`src/rtl/uart_ocp_pkg.sv`:
```
// -----------------------------------------------------------------------------
// uart_ocp_pkg
// Shared definitions for the UART-side OCP register bank:
//   - MCmd command encodings (IDLE / WR / RD)
//   - SResp response encodings (NULL / DVA / ERR)
//   - register address map 0x00..0x09 and REG_LAST
//   - transaction FSM state encoding
//   - helper that classifies read-only addresses
// -----------------------------------------------------------------------------
package uart_ocp_pkg;

    // MCmd encodings. Any other value is an illegal command.
    localparam logic [2:0] MCMD_IDLE = 3'b000;
    localparam logic [2:0] MCMD_WR   = 3'b001;
    localparam logic [2:0] MCMD_RD   = 3'b010;

    // SResp encodings.
    localparam logic [1:0] SRESP_NULL = 2'b00;
    localparam logic [1:0] SRESP_DVA  = 2'b01;
    localparam logic [1:0] SRESP_ERR  = 2'b11;

    // Register map.
    localparam logic [7:0] ADDR_ID      = 8'h00;
    localparam logic [7:0] ADDR_SCRATCH = 8'h01;
    localparam logic [7:0] ADDR_LED     = 8'h02;
    localparam logic [7:0] ADDR_GPIO    = 8'h03;
    localparam logic [7:0] ADDR_CTRL    = 8'h04;
    localparam logic [7:0] ADDR_CNT0    = 8'h05;
    localparam logic [7:0] ADDR_CNT1    = 8'h06;
    localparam logic [7:0] ADDR_CNT2    = 8'h07;
    localparam logic [7:0] ADDR_CNT3    = 8'h08;
    localparam logic [7:0] ADDR_WRCNT   = 8'h09;
    localparam logic [7:0] REG_LAST     = 8'h09;

    // CTRL register bit positions.
    localparam int CTRL_CNT_EN  = 0;
    localparam int CTRL_CNT_CLR = 1;

    // Transaction FSM states.
    typedef enum logic [1:0] {
        ST_IDLE = 2'd0,
        ST_ACC  = 2'd1,
        ST_WAIT = 2'd2,
        ST_RESP = 2'd3
    } state_e;

    // True for addresses inside the map that reject writes.
    function automatic logic is_read_only(input logic [7:0] addr);
        return (addr == ADDR_ID) || (addr == ADDR_GPIO) ||
               ((addr >= ADDR_CNT0) && (addr <= ADDR_WRCNT));
    endfunction

endpackage

```
`src/rtl/uart_ocp_cnt32.sv`:
```
// -----------------------------------------------------------------------------
// uart_ocp_cnt32
// 32-bit free-running counter with enable, synchronous clear and a 24-bit
// snapshot shadow of the upper three bytes. Reading byte0 through the register
// bank captures bytes 3..1 so a multi-read of the counter is coherent.
//
// Ports:
//   clk         in   system clock
//   reset       in   asynchronous active-high reset
//   en          in   count enable (increment every clock while high)
//   clr         in   zero the counter this cycle; wins over en
//   snap        in   capture bytes 3..1 of the current count into the shadow
//   live_byte0  out  live counter bits 7:0
//   shadow      out  captured counter bits 31:8
// -----------------------------------------------------------------------------
module uart_ocp_cnt32 (
    input  logic        clk,
    input  logic        reset,
    input  logic        en,
    input  logic        clr,
    input  logic        snap,
    output logic [7:0]  live_byte0,
    output logic [23:0] shadow
);

    logic [31:0] cnt_q, cnt_d;
    logic [23:0] shadow_q, shadow_d;

    always_comb begin
        // NOTE: every variable gets a default first so no path leaves it
        // unassigned, which would otherwise infer a latch.
        cnt_d    = cnt_q;
        shadow_d = shadow_q;
        if (clr) begin
            cnt_d = 32'h0;
        end else if (en) begin
            cnt_d = cnt_q + 32'd1;  // wraps 0xFFFFFFFF -> 0 naturally
        end
        // The shadow takes the value visible during the snapshot cycle, i.e.
        // the same count whose byte0 is being returned.
        if (snap) begin
            shadow_d = cnt_q[31:8];
        end
    end

    // NOTE: sequential state uses non-blocking assignments so every flop
    // samples the pre-edge values, independent of statement order.
    always_ff @(posedge clk or posedge reset) begin
        if (reset) begin
            cnt_q    <= 32'h0;
            shadow_q <= 24'h0;
        end else begin
            cnt_q    <= cnt_d;
            shadow_q <= shadow_d;
        end
    end

    assign live_byte0 = cnt_q[7:0];
    assign shadow     = shadow_q;

endmodule

```
`src/rtl/uart_ocp_regs.sv`:
```
// -----------------------------------------------------------------------------
// uart_ocp_regs
// OCP-style slave register bank behind the UART transaction master. A command
// seen in IDLE is latched, accepted for one cycle (ACC, where the register
// access happens), optionally delayed RESP_WAIT cycles, then answered for one
// cycle in RESP. All outputs are registered.
//
// Ports:
//   clk              in   system clock
//   reset            in   asynchronous active-high reset
//   uart_MCmd        in   3-bit command (IDLE/WR/RD, others illegal)
//   uart_MAddr       in   8-bit register address
//   uart_MData       in   8-bit write data
//   uart_SCmdAccept  out  one-cycle accept pulse
//   uart_SData       out  read data, valid while SResp != NULL
//   uart_SResp       out  response (NULL/DVA/ERR)
//   gpio_in          in   asynchronous board inputs (synchronized internally)
//   led_out          out  LED register contents
// -----------------------------------------------------------------------------
module uart_ocp_regs
    import uart_ocp_pkg::*;
#(
    parameter logic [7:0]  ID_VALUE  = 8'h5E,
    parameter int unsigned RESP_WAIT = 0,
    parameter logic [7:0]  LED_RESET = 8'h00
) (
    input  logic       clk,
    input  logic       reset,
    input  logic [2:0] uart_MCmd,
    input  logic [7:0] uart_MAddr,
    input  logic [7:0] uart_MData,
    output logic       uart_SCmdAccept,
    output logic [7:0] uart_SData,
    output logic [1:0] uart_SResp,
    input  logic [7:0] gpio_in,
    output logic [7:0] led_out
);

    localparam logic [3:0] RESP_WAIT_W = 4'(RESP_WAIT);

    // ------------------------------------------------------------------
    // Transaction state
    // ------------------------------------------------------------------
    state_e     state_q;
    logic [2:0] cmd_q;
    logic [7:0] addr_q;
    logic [7:0] wdata_q;
    logic [3:0] wait_q;
    logic       accept_q;
    logic [1:0] sresp_q;
    logic [7:0] sdata_q;
    logic [1:0] hold_resp_q;   // response computed in ACC, held across WAIT
    logic [7:0] hold_data_q;

    // ------------------------------------------------------------------
    // Register file
    // ------------------------------------------------------------------
    logic [7:0] scratch_q,   scratch_d;
    logic [7:0] led_q,       led_d;
    logic       cnt_en_q,    cnt_en_d;
    logic [7:0] wrcnt_q,     wrcnt_d;
    logic [7:0] gpio_meta_q, gpio_meta_d;
    logic [7:0] gpio_sync_q, gpio_sync_d;

    // Counter interface
    logic [7:0]  cnt_byte0;
    logic [23:0] cnt_shadow;
    logic        cnt_clr;
    logic        cnt_snap;

    // ------------------------------------------------------------------
    // Access decode; only meaningful while the FSM is in ACC
    // ------------------------------------------------------------------
    logic       in_acc;
    logic       addr_ok;
    logic       rd_ok;
    logic       wr_ok;
    logic [7:0] rd_mux;
    logic [1:0] acc_resp;
    logic [7:0] acc_data;

    assign in_acc  = (state_q == ST_ACC);
    assign addr_ok = (addr_q <= REG_LAST);
    assign rd_ok   = in_acc && (cmd_q == MCMD_RD) && addr_ok;
    assign wr_ok   = in_acc && (cmd_q == MCMD_WR) && addr_ok && !is_read_only(addr_q);

    always_comb begin
        rd_mux = 8'h00;
        case (addr_q)
            ADDR_ID:      rd_mux = ID_VALUE;
            ADDR_SCRATCH: rd_mux = scratch_q;
            ADDR_LED:     rd_mux = led_q;
            ADDR_GPIO:    rd_mux = gpio_sync_q;
            ADDR_CTRL:    rd_mux = {7'h00, cnt_en_q};  // CNT_CLR always reads 0
            ADDR_CNT0:    rd_mux = cnt_byte0;
            ADDR_CNT1:    rd_mux = cnt_shadow[7:0];
            ADDR_CNT2:    rd_mux = cnt_shadow[15:8];
            ADDR_CNT3:    rd_mux = cnt_shadow[23:16];
            ADDR_WRCNT:   rd_mux = wrcnt_q;
            default:      rd_mux = 8'h00;
        endcase
    end

    // Out-of-range addresses, writes to RO registers and illegal commands all
    // fall through to ERR with zero data.
    always_comb begin
        acc_resp = SRESP_ERR;
        acc_data = 8'h00;
        if (rd_ok) begin
            acc_resp = SRESP_DVA;
            acc_data = rd_mux;
        end else if (wr_ok) begin
            acc_resp = SRESP_DVA;
        end
    end

    // ------------------------------------------------------------------
    // Register updates; writes land at the end of the ACC cycle
    // ------------------------------------------------------------------
    always_comb begin
        scratch_d   = scratch_q;
        led_d       = led_q;
        cnt_en_d    = cnt_en_q;
        wrcnt_d     = wrcnt_q;
        gpio_meta_d = gpio_in;
        gpio_sync_d = gpio_meta_q;
        if (wr_ok) begin
            wrcnt_d = wrcnt_q + 8'd1;
            case (addr_q)
                ADDR_SCRATCH: scratch_d = wdata_q;
                ADDR_LED:     led_d     = wdata_q;
                ADDR_CTRL:    cnt_en_d  = wdata_q[CTRL_CNT_EN];
                default:      ;
            endcase
        end
    end

    always_ff @(posedge clk or posedge reset) begin
        if (reset) begin
            scratch_q   <= 8'h00;
            led_q       <= LED_RESET;
            cnt_en_q    <= 1'b0;
            wrcnt_q     <= 8'h00;
            gpio_meta_q <= 8'h00;
            gpio_sync_q <= 8'h00;
        end else begin
            scratch_q   <= scratch_d;
            led_q       <= led_d;
            cnt_en_q    <= cnt_en_d;
            wrcnt_q     <= wrcnt_d;
            gpio_meta_q <= gpio_meta_d;
            gpio_sync_q <= gpio_sync_d;
        end
    end

    // CNT_CLR is a strobe: it acts in the write's accept cycle and is never
    // stored, which is why CTRL bit1 reads back as 0.
    assign cnt_clr  = wr_ok && (addr_q == ADDR_CTRL) && wdata_q[CTRL_CNT_CLR];
    assign cnt_snap = rd_ok && (addr_q == ADDR_CNT0);

    uart_ocp_cnt32 u_cnt (
        .clk        (clk),
        .reset      (reset),
        .en         (cnt_en_q),
        .clr        (cnt_clr),
        .snap       (cnt_snap),
        .live_byte0 (cnt_byte0),
        .shadow     (cnt_shadow)
    );

    // ------------------------------------------------------------------
    // Transaction FSM with registered outputs
    // ------------------------------------------------------------------
    always_ff @(posedge clk or posedge reset) begin
        if (reset) begin
            state_q     <= ST_IDLE;
            cmd_q       <= MCMD_IDLE;
            addr_q      <= 8'h00;
            wdata_q     <= 8'h00;
            wait_q      <= 4'd0;
            accept_q    <= 1'b0;
            sresp_q     <= SRESP_NULL;
            sdata_q     <= 8'h00;
            hold_resp_q <= SRESP_NULL;
            hold_data_q <= 8'h00;
        end else begin
            // Accept and response are single-cycle pulses unless re-asserted.
            accept_q <= 1'b0;
            sresp_q  <= SRESP_NULL;
            sdata_q  <= 8'h00;
            case (state_q)
                ST_IDLE: begin
                    if (uart_MCmd != MCMD_IDLE) begin
                        cmd_q    <= uart_MCmd;
                        addr_q   <= uart_MAddr;
                        wdata_q  <= uart_MData;
                        accept_q <= 1'b1;
                        state_q  <= ST_ACC;
                    end
                end
                ST_ACC: begin
                    hold_resp_q <= acc_resp;
                    hold_data_q <= acc_data;
                    wait_q      <= RESP_WAIT_W;
                    if (RESP_WAIT_W == 4'd0) begin
                        sresp_q <= acc_resp;
                        sdata_q <= acc_data;
                        state_q <= ST_RESP;
                    end else begin
                        state_q <= ST_WAIT;
                    end
                end
                ST_WAIT: begin
                    wait_q <= wait_q - 4'd1;
                    // Leaving on 1 makes the counter hit 0 exactly as RESP starts.
                    if (wait_q == 4'd1) begin
                        sresp_q <= hold_resp_q;
                        sdata_q <= hold_data_q;
                        state_q <= ST_RESP;
                    end
                end
                ST_RESP: begin
                    state_q <= ST_IDLE;
                end
                default: begin
                    state_q <= ST_IDLE;
                end
            endcase
        end
    end

    assign uart_SCmdAccept = accept_q;
    assign uart_SResp      = sresp_q;
    assign uart_SData      = sdata_q;
    assign led_out         = led_q;

endmodule

```
`config.mk`:
```
export PLATFORM = sky130hd
export DESIGN_NAME = uart_ocp_regs
export DESIGN_NICKNAME = d
export VERILOG_FILES = /design/src/rtl/uart_ocp_pkg.sv /design/src/rtl/uart_ocp_cnt32.sv /design/src/rtl/uart_ocp_regs.sv
export SDC_FILE = /design/constraint.sdc
export NUM_CORES = 1
export LEC_CHECK = 0
export ABC_AREA = 1
export BUFFER_PORTS_ARGS = -buffer_cell sky130_fd_sc_hd__buf_2
export CAP_MARGIN = 0
export CORE_ASPECT_RATIO = 1.5
export CORE_UTILIZATION = 35
export CTS_CLUSTER_DIAMETER = 200
export CTS_CLUSTER_SIZE = 20
export DETAILED_ROUTE_END_ITERATION = 8
export GPL_TIMING_DRIVEN = 0
export HOLD_SLACK_MARGIN = 0.06
export SYNTH_ARGS = -nofsm -noshare
export SYNTH_HDL_FRONTEND = slang
export SYNTH_SLANG_ARGS = --single-unit
```
`constraint.sdc`:
```
create_clock -name clk -period 8.3 [get_ports clk]
set_input_delay 0.83 -clock clk [delete_from_list [all_inputs] [get_ports clk]]
set_output_delay 0.83 -clock clk [all_outputs]
set_load 0.03 [all_outputs]
```
==> results of run 1 <==
synthesized netlist by cell type:
cell / count / area share
a21oi_1: 11 / 0.0079
a21oi_2: 1 / 0.0013
and3_1: 1 / 0.00090
buf_1: 2 / 0.0011
buf_2: 9 / 0.0065
buf_4: 4 / 0.0043
buf_6: 3 / 0.0048
clkbuf_1: 7 / 0.0038
clkinv_1: 1 / 0.00054
dfrtp_1: 143 / 0.51
ha_1: 8 / 0.014
inv_1: 80 / 0.043
inv_2: 5 / 0.0027
inv_4: 1 / 0.00090
nand2_1: 250 / 0.13
nand2_2: 3 / 0.0027
nand2_4: 4 / 0.0065
nand3_1: 95 / 0.068
nand4_1: 21 / 0.019
nand4_2: 1 / 0.0018
nor2_1: 103 / 0.055
nor2_2: 6 / 0.0054
nor2_4: 3 / 0.0048
nor3_1: 10 / 0.0072
nor3_4: 1 / 0.0023
nor4_1: 1 / 0.00090
o2111ai_1: 1 / 0.0013
o21ai_0: 34 / 0.024
o21ai_1: 35 / 0.025
o21ai_4: 1 / 0.0023
o22ai_1: 4 / 0.0036
or2_2: 1 / 0.00090
xnor2_1: 5 / 0.0063
xor2_1: 18 / 0.023
where the power goes:
part	switching (mW)	internal [mW]	leakage (nW)	total [mW]
clock network	0.280	0.418	0.252	0.698
registers	0.0472	0.774	1.91	0.821
logic	0.322	0.117	1.77	0.439
kinds of logic (layout without fill, tap and decap cells):
family | count (synthesis) | in the layout
AOI/OAI and AO/OA | 87 | 87
xor gates and xnor gates | 23 | 23
adders and majority gates | 8 | 8
buffers and inverters | 112 | 192
DFF | 143 | 143
and+or+nand+nor | 500 | 500
cells in the final DEF (no fill, tap or decap), drive strengths merged:
cell type,synthesis,final
nand3,95,95
o21ai,70,70
clkinvlp,0,2
nand4,22,22
o2111ai,1,1
bufinv,0,1
or2,1,1
xnor2,5,5
xor2,18,18
nor3,11,11
inv,86,86
dfrtp,143,143
o22ai,4,4
nor4,1,1
clkbuf,7,33
a21oi,12,12
buf,18,66
ha,8,8
clkinv,1,4
and3,1,1
nand2,257,257
nor2,112,112
state kept, by name, summed over array words and instances (netlist names), 4 cells and up:
| signal | flops |
|---|---|
| u_cnt.cnt_q | 32 |
| u_cnt.shadow | 24 |
| addr_q | 8 |
| gpio_meta_q | 8 |
| gpio_sync_q | 8 |
| hold_data_q | 8 |
| led_out | 8 |
| scratch_q | 8 |
| uart_SData | 8 |
| wdata_q | 8 |
| wrcnt_q | 8 |
| wait_q | 4 |
layer usage:
layer,track usage,routed length (um),share of wire,vias to the layer above
met5,0,0,0,-
met4,0.1250,1047,0.057,0
met3,0.03018,502,0.027,51
met2,0.3387,9518,0.51,143
met1,0.2150,7459,0.40,2779
li1,-,-,-,2932
through the flow:
step / instance area [um2] / hold slack [ns] / std cells / utilization / total power, mW
after floorplan: 6975 / 0.3312 / 873 / - / 1.142
after global placement: 7531 / 0.3346 / 1176 / 0.3899 / 1.266
after detailed placement: 7564 / 0.3347 / 1177 / 0.3916 / 1.276
after CTS: 8093 / 0.3479 / 1209 / 0.4190 / 1.981
after global routing: 8093 / 0.3631 / 1209 / 0.4190 / 2.069
final: 8093 / 0.3465 / 1209 / 0.4190 / 1.959
final timing paths:
path | cells past startpoint | endpoint | startpoint | slack, ns
min in group asynchronous | 2 | gpio_meta_q[3] | reset | 0.44
hold / removal | 0 | gpio_sync_q[6] | gpio_meta_q[6] | 0.35
hold reg to reg | 0 | gpio_sync_q[6] | gpio_meta_q[6] | 0.35
max in group asynchronous | 3 | hold_data_q[3] | reset | 7.04
setup reg to reg | 12 | u_cnt.cnt_q[9] | state_q[1] | 6.20
setup / recovery | 12 | u_cnt.cnt_q[9] | state_q[1] | 6.20
critical path: cells and delay by family, from the launching register on:
family / cells / cell delay [ns]
and+or+nand+nor: 7 / 0.85
buffers and inverters: 4 / 0.50
DFF: 1 / 0.41
adders and majority gates: 1 / 0.20
final cells by class:
cell class	count	area, um2
plain buffers	25	142.6
clock buffers	26	469.2
clock inverters	6	60.06
fillers	1917	11220
inverters	87	334.1
multi-input cells	618	2925
flip-flops and latches	143	3578
well taps	256	320.3
repair buffers	48	262.8
==> metrics.md, run 1 <==
| Metric | Value |
|---|---|
| Critical path, cell by cell | inv_1 -> ha_1 -> inv_1 -> nor2_1 -> nand2_1 -> nor3_4 -> nand2_4 -> nor2_4 -> nand2_2 -> inv_2 -> buf_4 -> nor2_1 |
| Share of cells above drive strength 1 | 0.1217 |
| Leakage | 3.934 nW |
| Post-DP HPWL | 14080 um |
| TritonCTS clock tree | built |
| Detailed router's first-iteration violation count | 396 |
| First-pass GRT wire length | 29750 um |
| Kind of critical path | reg -> reg |
| H-tree depth | 4 |
| Max VDD drop | 0.1589 mV |
| Mux cell area share after synthesis | 0 |
| Routed via count | 5905 |
| DIE AREA | 0.02051 mm2 |
| Pins Over Slew Limit | 0 |
| Vias in the first global route | 5794 |
| Die Ht | 174.9 um |
| Post-cts hold buffer count | 0 |
| Clock Path Buffers | 2 |
| Synth Net Count | 910 |
| Unique masters post-synth | 34 |
| Yosys warnings | 0 |
| Gr ovfl total | 0 |
| Flops & latches, synth | 143 |
| Slew HR | 0.6019 |
| Final Wtd Congestion | 0.9615 |
| Total CTS buffers | 17 |
| Row cnt | 62 |
| Worst Tran Pin Value | 0.5971 ns |
| Residual DRC | 0 |
| Total Nets Final | 977 |
| Seq/Total Area, Yosys | 0.5130 |
| Worst setup margin | 6.198 ns |
| I/O pin cnt | 48 |
| Fmax achieved | 0.4757 GHz |
| Antenna Cells | 0 |
| Synth Area in Compound Gates | 0.06583 |
| Tcrit/Tclk final | 0.2533 |
| RSZ-0062 raised after global routing | false |
| Post-cts repair resize count | 0 |
| CP peak stage delay | 0.41 ns |
| PortBufs | 47 |
| Die W | 117.3 um |
| Setup crit end kind | register |
| Final ANT Viol Nets | 0 |
| Cell Pwr Density | 242.0 mW/mm2 |
| Worst Hold Class | reg -> reg |
| Clk_lat worst skew | 0.42 ns |
| Final Hold Viols | 0 |
| Simple-gate share of the synthesized area | 0.3103 |
| CTS Root Cell | clkbuf_16 |
| Antenna violations before repair | 0 |
| Starting Density | 0.3611 |
| Final setup viols | 0 |
| Drt pass-1 iters | 5 |
| Synth-to-Final Area Change | 16.02% |
| Post-layout min period | 2.102 ns |
| Clock slew at reported path FFs | 0.06 ns |
| MaxCap Viol Count | 0 |
| Core ar. | 0.01932 mm2 |
| Syn avg cell area | 7.990 um2 |
| CP Max Fanout | 10 |
| Synth Area in XOR/XNOR | 0.02888 |
| Largest family of logic cells by synthesized area | simple AND/OR/NAND/NOR gates |
| Required time worst endpoint | 8.61 ns |
| DRT Wirelength | 18530 um |
| WL per Instance | 15.32 um |
| Post-Place Setup Slack | 6.177 ns |
| Clock sinks | 143 |
| Crit start category | register |
| Netlist Area Pre-Place | 0.006975 mm2 |
| Adder-cell share of the synthesized area | 0.01435 |
| Fin Setup TNS | 0 ns |
| Mapped Cells | 873 |
| Buffer count from post-CTS setup fixing | 0 |
| CP max-delay cell | dfrtp_1 |
| Pin count of the biggest net entering global routing | 93 |
| DR vias/cell | 4.884 |
| Worst Skew | 0.006095 ns |
| Status | complete, no violations |
| Critical Path AT | 2.41 ns |
| Total track usage | 0.1944 |
(Power assumes the default switching activity.)
==> inputs of run 2 (changes only) <==
clock period = 1.8 ns   (was 8.3 ns; I/O delays follow)
==> run 2 against run 1 <==
Net effect: routed wire length is 6.6% higher; combinational power rose to 5.9 times the previous value; hold slack got worse by 0.00058 ns; cell count increased by 5.5%; critical endpoint is now led_out[0].
==> metrics.md, run 2 (synthesized netlist as in run 1, its figures left out) <==
| Metric | Value |
|---|---|
| Status | complete, no violations |
| Starting Density | 0.3611 (unchanged) |
| H-tree depth | 4 (unchanged) |
| Gr ovfl total | 0 (unchanged) |
| Die Ht | 174.9 um (unchanged) |
| TritonCTS clock tree | built |
| CP Max Fanout | 8 (-2) |
| Max FFs per register | 32 (unchanged) |
| CP delay by family, top | simple AND/OR/NAND/NOR gates |
| Leakage | 4.358 nW (+11%) |
| Reg2reg start | state_q[1] |
| Cell Pwr Density | 1081 mW/mm2 (+350%) |
| Crit start category | register |
| Reg2reg setup slack | 0.05 ns (-6.15 ns) |
| Worst Skew | 0.007132 ns (+0.001037 ns) |
| Buf/Inv on CP | 5 (+1) |
| Final setup viols | 0 (unchanged) |
| Total track usage | 0.2000 (+0.005590) |
| Final Hold Viols | 0 (unchanged) |
| CTS Root Cell | clkbuf_16 |
| Clock sinks | 143 (unchanged) |
| Most flop-heavy register | u_cnt.cnt_q |
| Final core occ | 0.4748 (+0.05584) |
| Total Nets Final | 1043 (+6.8%) |
| DIE AREA | 0.02051 mm2 (unchanged) |
| Row cnt | 62 (unchanged) |
| Routed via count | 6271 (+6.2%) |
| Fillers | 1810 (-5.6%) |
| Detailed router's first-iteration violation count | 401 (+1.3%) |
| Final Wtd Congestion | 0.9419 (-2.0%) |
| I/O pin cnt | 48 (unchanged) |
| WHS | 0.3459 ns (-0.0005780 ns) |
| Post-DP HPWL | 14350 um (+2.0%) |
| Vias in the first global route | 6091 (+5.1%) |
| Core ar. | 0.01932 mm2 (unchanged) |
| Hold Path Cell Cnt | 0 (unchanged) |
| RSZ-0062 raised after global routing | true |
| First-pass GRT wire length | 30530 um (+2.6%) |
| Most frequent cells in the layout | 234 x nand2_1, 139 x dfrtp_1, 91 x nand3_1 |
| Die W | 117.3 um (unchanged) |
| Setup crit end kind | register |
| CP max-delay cell | dfrtp_1 |
| FF-to-FF End | led_out[0] |
| Residual DRC | 0 (unchanged) |
| Required time worst endpoint | 2.11 ns (-6.50 ns) |
| Max VDD drop | 0.7387 mV (+360%) |
| Share of cells above drive strength 1 | 0.2159 (+0.09418) |
| Final ANT Viol Nets | 0 (unchanged) |
| Kind of critical path | reg -> reg |
| PortBufs | 47 (unchanged) |
| MaxCap Viol Count | 0 (unchanged) |
| Tcrit/Tclk final | 0.9727 (+0.7194) |
| Antenna Cells | 0 (unchanged) |
| Fin Setup TNS | 0 ns (unchanged) |
| Drt pass-1 iters | 5 (unchanged) |
| Clk_lat worst skew | 0.43 ns (about the same) |
| Critical path, cell by cell | inv_2 -> ha_4 -> inv_4 -> nor2_4 -> nand2_2 -> nor3_4 -> nand2_4 -> buf_12 -> inv_12 -> nand2_8 -> buf_6 -> nand2_2 -> o21ai_1 |
| Total CTS buffers | 17 (unchanged) |
| Dpl cells | 1179 (+0.17%) |
| Worst r2r path cells | 13 (+1) |
| Pins Over Slew Limit | 0 (unchanged) |
| DR vias/cell | 4.918 (+0.70%) |
| Pin count of the biggest net entering global routing | 42 (-55%) |
| Most common cell after layout, fill and taps aside | nand2_1 |
| DRT Wirelength | 19760 um (+6.6%) |
| Non-Filler Instances | 1275 (+5.5%) |
| Clock slew at reported path FFs | 0.06 ns (about the same) |
| Critical Path AT | 2.06 ns (-0.35 ns) |
| Worst Tran Pin Value | 0.7527 ns (+0.1556 ns) |
| Fmax achieved | 0.5711 GHz (+20%) |
| Post-layout min period | 1.751 ns (-0.3515 ns) |
| CP peak stage delay | 0.40 ns (about the same) |
| WHS Endpoint | gpio_sync_q[0] |
| Synth-to-Final Area Change | 31.48% |
| Hold_sp | gpio_meta_q[0] |
| WL per Instance | 15.49 um (+1.1%) |
| Total power after layout | 9.915 mW (+410%) |
| Slew HR | 0.4971 (-0.1048) |
| Top cell by count, worst path | nand2_2 |
| Antenna violations before repair | 0 (unchanged) |
| Clock Path Buffers | 2 (unchanged) |
| Worst Hold Class | reg -> reg |
-- run 2: changes by cell type in the layout (fill, tap and decap cells not counted), moves of 5 or more --
cell           before  now
buf_12              0    6
buf_2              56   49
buf_4               4   28
buf_6               3   16
clkbuf_1           15    2
clkbuf_2            0    5
dlygate4sd3_1       0   28
inv_1              79   73
nand2_1           250  234
nand2_2             3   15
nor2_1            103   86
nor2_2              6   16
nor2_4              3   10
-- run 2: final cells by class --
| type | instances | area, um2 | share of cell area |
|---|---|---|---|
| buffer | 24 | 214.0 | 0.02333 |
| clock buffer | 22 | 484.2 | 0.05280 |
| clock inverter | 10 | 110.1 | 0.01201 |
| inverter | 87 | 360.3 | 0.03929 |
| multi-input combinational | 618 | 3147 | 0.3431 |
| sequential | 143 | 3583 | 0.3907 |
| tap | 256 | 320.3 | 0.03492 |
| timing repair buffer | 115 | 952.2 | 0.1038 |
-- run 2: worst max path at each step --
| stage | to | startpoint | slack [ns] | cells after the start |
|---|---|---|---|---|
| final | led_out[0] | state_q[1] | 0.05 | 13 |
| after global routing | u_cnt.cnt_q[13] | u_cnt.cnt_q[1] | -0.03 | 9 |
| after CTS | led_out[0] | state_q[1] | -0.05 | 13 |
| after detailed placement | u_cnt.cnt_q[6] | state_q[1] | -0.29 | 12 |
| after global placement | u_cnt.cnt_q[26] | reset | -1.12 | 2 |
| after floorplan | addr_q[0] | reset | -0.17 | 1 |
-- run 2: repair_timing --
item                                   in CTS  in global routing
hold buffers                               28                  0
cloned                                      4                  4
setup buffers                              14                 15
pin swaps                                  12                 13
endpoints found under the hold margin      58                  0
gates resized for setup                    68                 56
setup endpoints to repair                  90                 96
-- run 2: metrics by stage --
step	worst slack, ns	instance area [um2]
floorplan	-0.1711	6979
CTS	-0.05285	8843
global route	-0.02922	9171
finish	0.04912	9171
global placement	-1.116	7535
detailed placement	-0.2884	7595
-- run 2: metal layers --
| layer | part of all wire | vias up | global-route usage |
|---|---|---|---|
| met3 | 0.032 | 66 | 0.03885 |
| met1 | 0.38 | 2968 | 0.2114 |
| met5 | 0 | - | 0 |
| met2 | 0.53 | 162 | 0.3525 |
| met4 | 0.057 | 0 | 0.1313 |
| li1 | - | 3075 | - |
-- run 2: report_power, final --
group | switching, mW | internal, mW | leakage [nW] | total (mW)
sequential | 0.248 | 3.57 | 1.90 | 3.82
combinational | 1.69 | 0.874 | 2.17 | 2.57
clock | 1.35 | 2.17 | 0.284 | 3.53
total | 3.30 | 6.62 | 4.36 | 9.92
==> inputs of run 3 (changes only) <==
SETUP_SLACK_MARGIN = 0.3   (was not set)
SLEW_MARGIN = 30   (was not set)
==> run 3 against run 2 <==
Net effect: global-route usage rose by 2.0 points; highest routed layer unchanged; die area did not move; clock power rose by 19%; critical path depth down 2; core utilization up 5.0 points; the run now ends with negative setup slack left; clock-buffer cell count is 2 lower; sequential share of layout area shrank 3.7 points; combinational power increased by 36%.
==> metrics.md, run 3 (synthesized netlist as in run 1, its figures left out) <==
| Metric | Value |
|---|---|
| Worst Tran Pin Value | 0.7097 ns (-0.04300 ns) |
| Total power after layout | 11.56 mW (+17%) |
| Drt pass-1 iters | 5 (unchanged) |
| Total Nets Final | 1069 (+2.5%) |
| Cell Pwr Density | 1140 mW/mm2 (+5.5%) |
| Clk_lat worst skew | 0.45 ns (+0.02 ns) |
| Clock Path Buffers | 2 (unchanged) |
| Worst r2r path cells | 11 (-2) |
| Clock sinks | 143 (unchanged) |
| Kind of critical path | reg -> reg |
| Worst Setup EP | wrcnt_q[7] |
| Leakage | 4.722 nW (+8.4%) |
| Clock slew at reported path FFs | 0.06 ns (about the same) |
| Antenna Cells | 0 (unchanged) |
| DR vias/cell | 5.045 (+2.6%) |
| Reg2reg setup slack | -0.06 ns (-0.11 ns) |
| Max VDD drop | 0.7444 mV (+0.78%) |
| Die Ht | 174.9 um (unchanged) |
| Setup crit end kind | register |
| Pin count of the biggest net entering global routing | 30 (-29%) |
| Row cnt | 62 (unchanged) |
| Antenna violations before repair | 0 (unchanged) |
| Routed via count | 6554 (+4.5%) |
| Crit start category | register |
| DIE AREA | 0.02051 mm2 (unchanged) |
| Final Wtd Congestion | 0.9123 (-3.1%) |
| Total track usage | 0.2203 (+0.02024) |
| Most common cell after layout, fill and taps aside | nand2_1 |
| Detailed router's first-iteration violation count | 532 (+33%) |
| Required time worst endpoint | 2.16 ns (+0.05 ns) |
| Worst Skew | 0.008878 ns (+0.001746 ns) |
| Worst Hold Class | in -> async |
| Fillers | 1685 (-6.9%) |
| CTS Root Cell | clkbuf_16 |
| Fmax achieved | 0.5374 GHz (-5.9%) |
| RSZ-0062 raised after global routing | true |
| Total CTS buffers | 17 (unchanged) |
| WL per Instance | 16.86 um (+8.8%) |
| Post-layout min period | 1.861 ns (+0.1098 ns) |
| Starting Density | 0.3611 (unchanged) |
| FF-to-FF End | wrcnt_q[7] |
| Post-DP HPWL | 14620 um (+1.8%) |
| Most frequent cells in the layout | 212 x nand2_1, 139 x dfrtp_1, 69 x inv_1 |
| Synth-to-Final Area Change | 45.29% |
| Status | finished, violations left |
| Tcrit/Tclk final | 1.034 (+0.06098) |
| Critical Path AT | 2.22 ns (+0.16 ns) |
| DRT Wirelength | 21900 um (+11%) |
| Failing checks | negative setup slack |
| Slew HR | 0.5268 (+0.02972) |
| I/O pin cnt | 48 (unchanged) |
| CP Max Fanout | 7 (-1) |
| Core ar. | 0.01932 mm2 (unchanged) |
| Pins Over Slew Limit | 0 (unchanged) |
| First-pass GRT wire length | 33700 um (+10%) |
| Worst setup margin | -0.06065 ns (-0.1098 ns) |
| Reg2reg start | addr_q[1] |
| Gr ovfl total | 0 (unchanged) |
| Post-Place Setup Slack | -0.3316 ns (-0.04320 ns) |
| Max FFs per register | 32 (unchanged) |
| Share of cells above drive strength 1 | 0.3317 (+0.1158) |
| Vias in the first global route | 6635 (+8.9%) |
| Most flop-heavy register | u_cnt.cnt_q |
| Final ANT Viol Nets | 0 (unchanged) |
| Final setup viols | 16 (+16) |
| TritonCTS clock tree | built |
| CP startpoint | addr_q[1] |
| MaxCap Viol Count | 0 (unchanged) |
| Final core occ | 0.5247 (+0.04988) |
| PortBufs | 47 (unchanged) |
| H-tree depth | 4 (unchanged) |
| Final Hold Viols | 0 (unchanged) |
| Die W | 117.3 um (unchanged) |
| Residual DRC | 0 (unchanged) |
[run 3: cell count changes in the layout (fill, tap and decap cells not counted), moves of 13 or more]
cell	delta
nand2_1	-22
o21ai_2	+13
nor2_1	-26
nor2_2	+19
buf_6	+14
nand3_2	+21
nand2_2	+13
nand3_1	-27
[run 3: power breakdown]
| group | internal, mW | switching [mW] |
|---|---|---|
| combinational | 1.38 | 2.11 |
| clock | 2.80 | 1.41 |
| sequential | 3.57 | 0.278 |
[run 3: how the worst min path moves through the flow]
| stage | from | slack [ns] | to |
|---|---|---|---|
| after floorplan | gpio_in[0] | 0.21 | gpio_meta_q[0] |
| after global placement | gpio_in[4] | 0.29 | gpio_meta_q[4] |
| after detailed placement | reset | 0.20 | wdata_q[5] |
| after CTS | reset | 0.29 | wdata_q[5] |
| after global routing | reset | 0.33 | wdata_q[5] |
| final | reset | 0.30 | wdata_q[5] |
[run 3: final cells by class]
type	instances	area, um2	area share
multi-input combinational	618	3626	0.3578
sequential	143	3583	0.3536
timing repair buffer	140	1281	0.1264
clock buffer	20	456.7	0.04506
inverter	87	364.1	0.03593
tap	256	320.3	0.03160
buffer	25	269.0	0.02654
clock inverter	10	234.0	0.02309
[run 3: repair_timing]
item / CTS / global route
pin swaps: 20 / 30
hold buffers: 28 / 0
gates cloned: 7 / 3
endpoints found under the hold margin: 95 / 0
resized for setup: 144 / 119
setup endpoints to repair: 120 / 119
setup buffers: 29 / 21
[run 3: layer usage]
metal | track usage | vias to the layer above | part of all wire
met1 | 0.2344 | 3158 | 0.37
li1 | - | 3115 | -
met2 | 0.3809 | 194 | 0.53
met3 | 0.04197 | 87 | 0.036
met5 | 0 | - | 0
met4 | 0.1577 | 0 | 0.065
[run 3: critical path, stage by stage (launching register included)]
cell     delay, ns
dfrtp_1       0.43
inv_2         0.15
nand2_4       0.11
nand2_1       0.10
nand2_2       0.06
nor3_4        0.17
nand2_4       0.11
buf_12        0.16
buf_8         0.13
nor2_4        0.11
nand2_2       0.07
xnor2_1       0.17
[run 3: stage by stage]
stage	area (um2)	std cells	hold WS (ns)	TNS (ns)
floorplan	7059	873	0.2114	-24.46
global placement	7615	1176	0.2891	-171.96
detailed placement	7722	1181	0.1953	-14.57
CTS	9453	1275	0.2866	-0.8830
global route	10130	1299	0.3268	-3.469
finish	10130	1299	0.2953	-0.2433
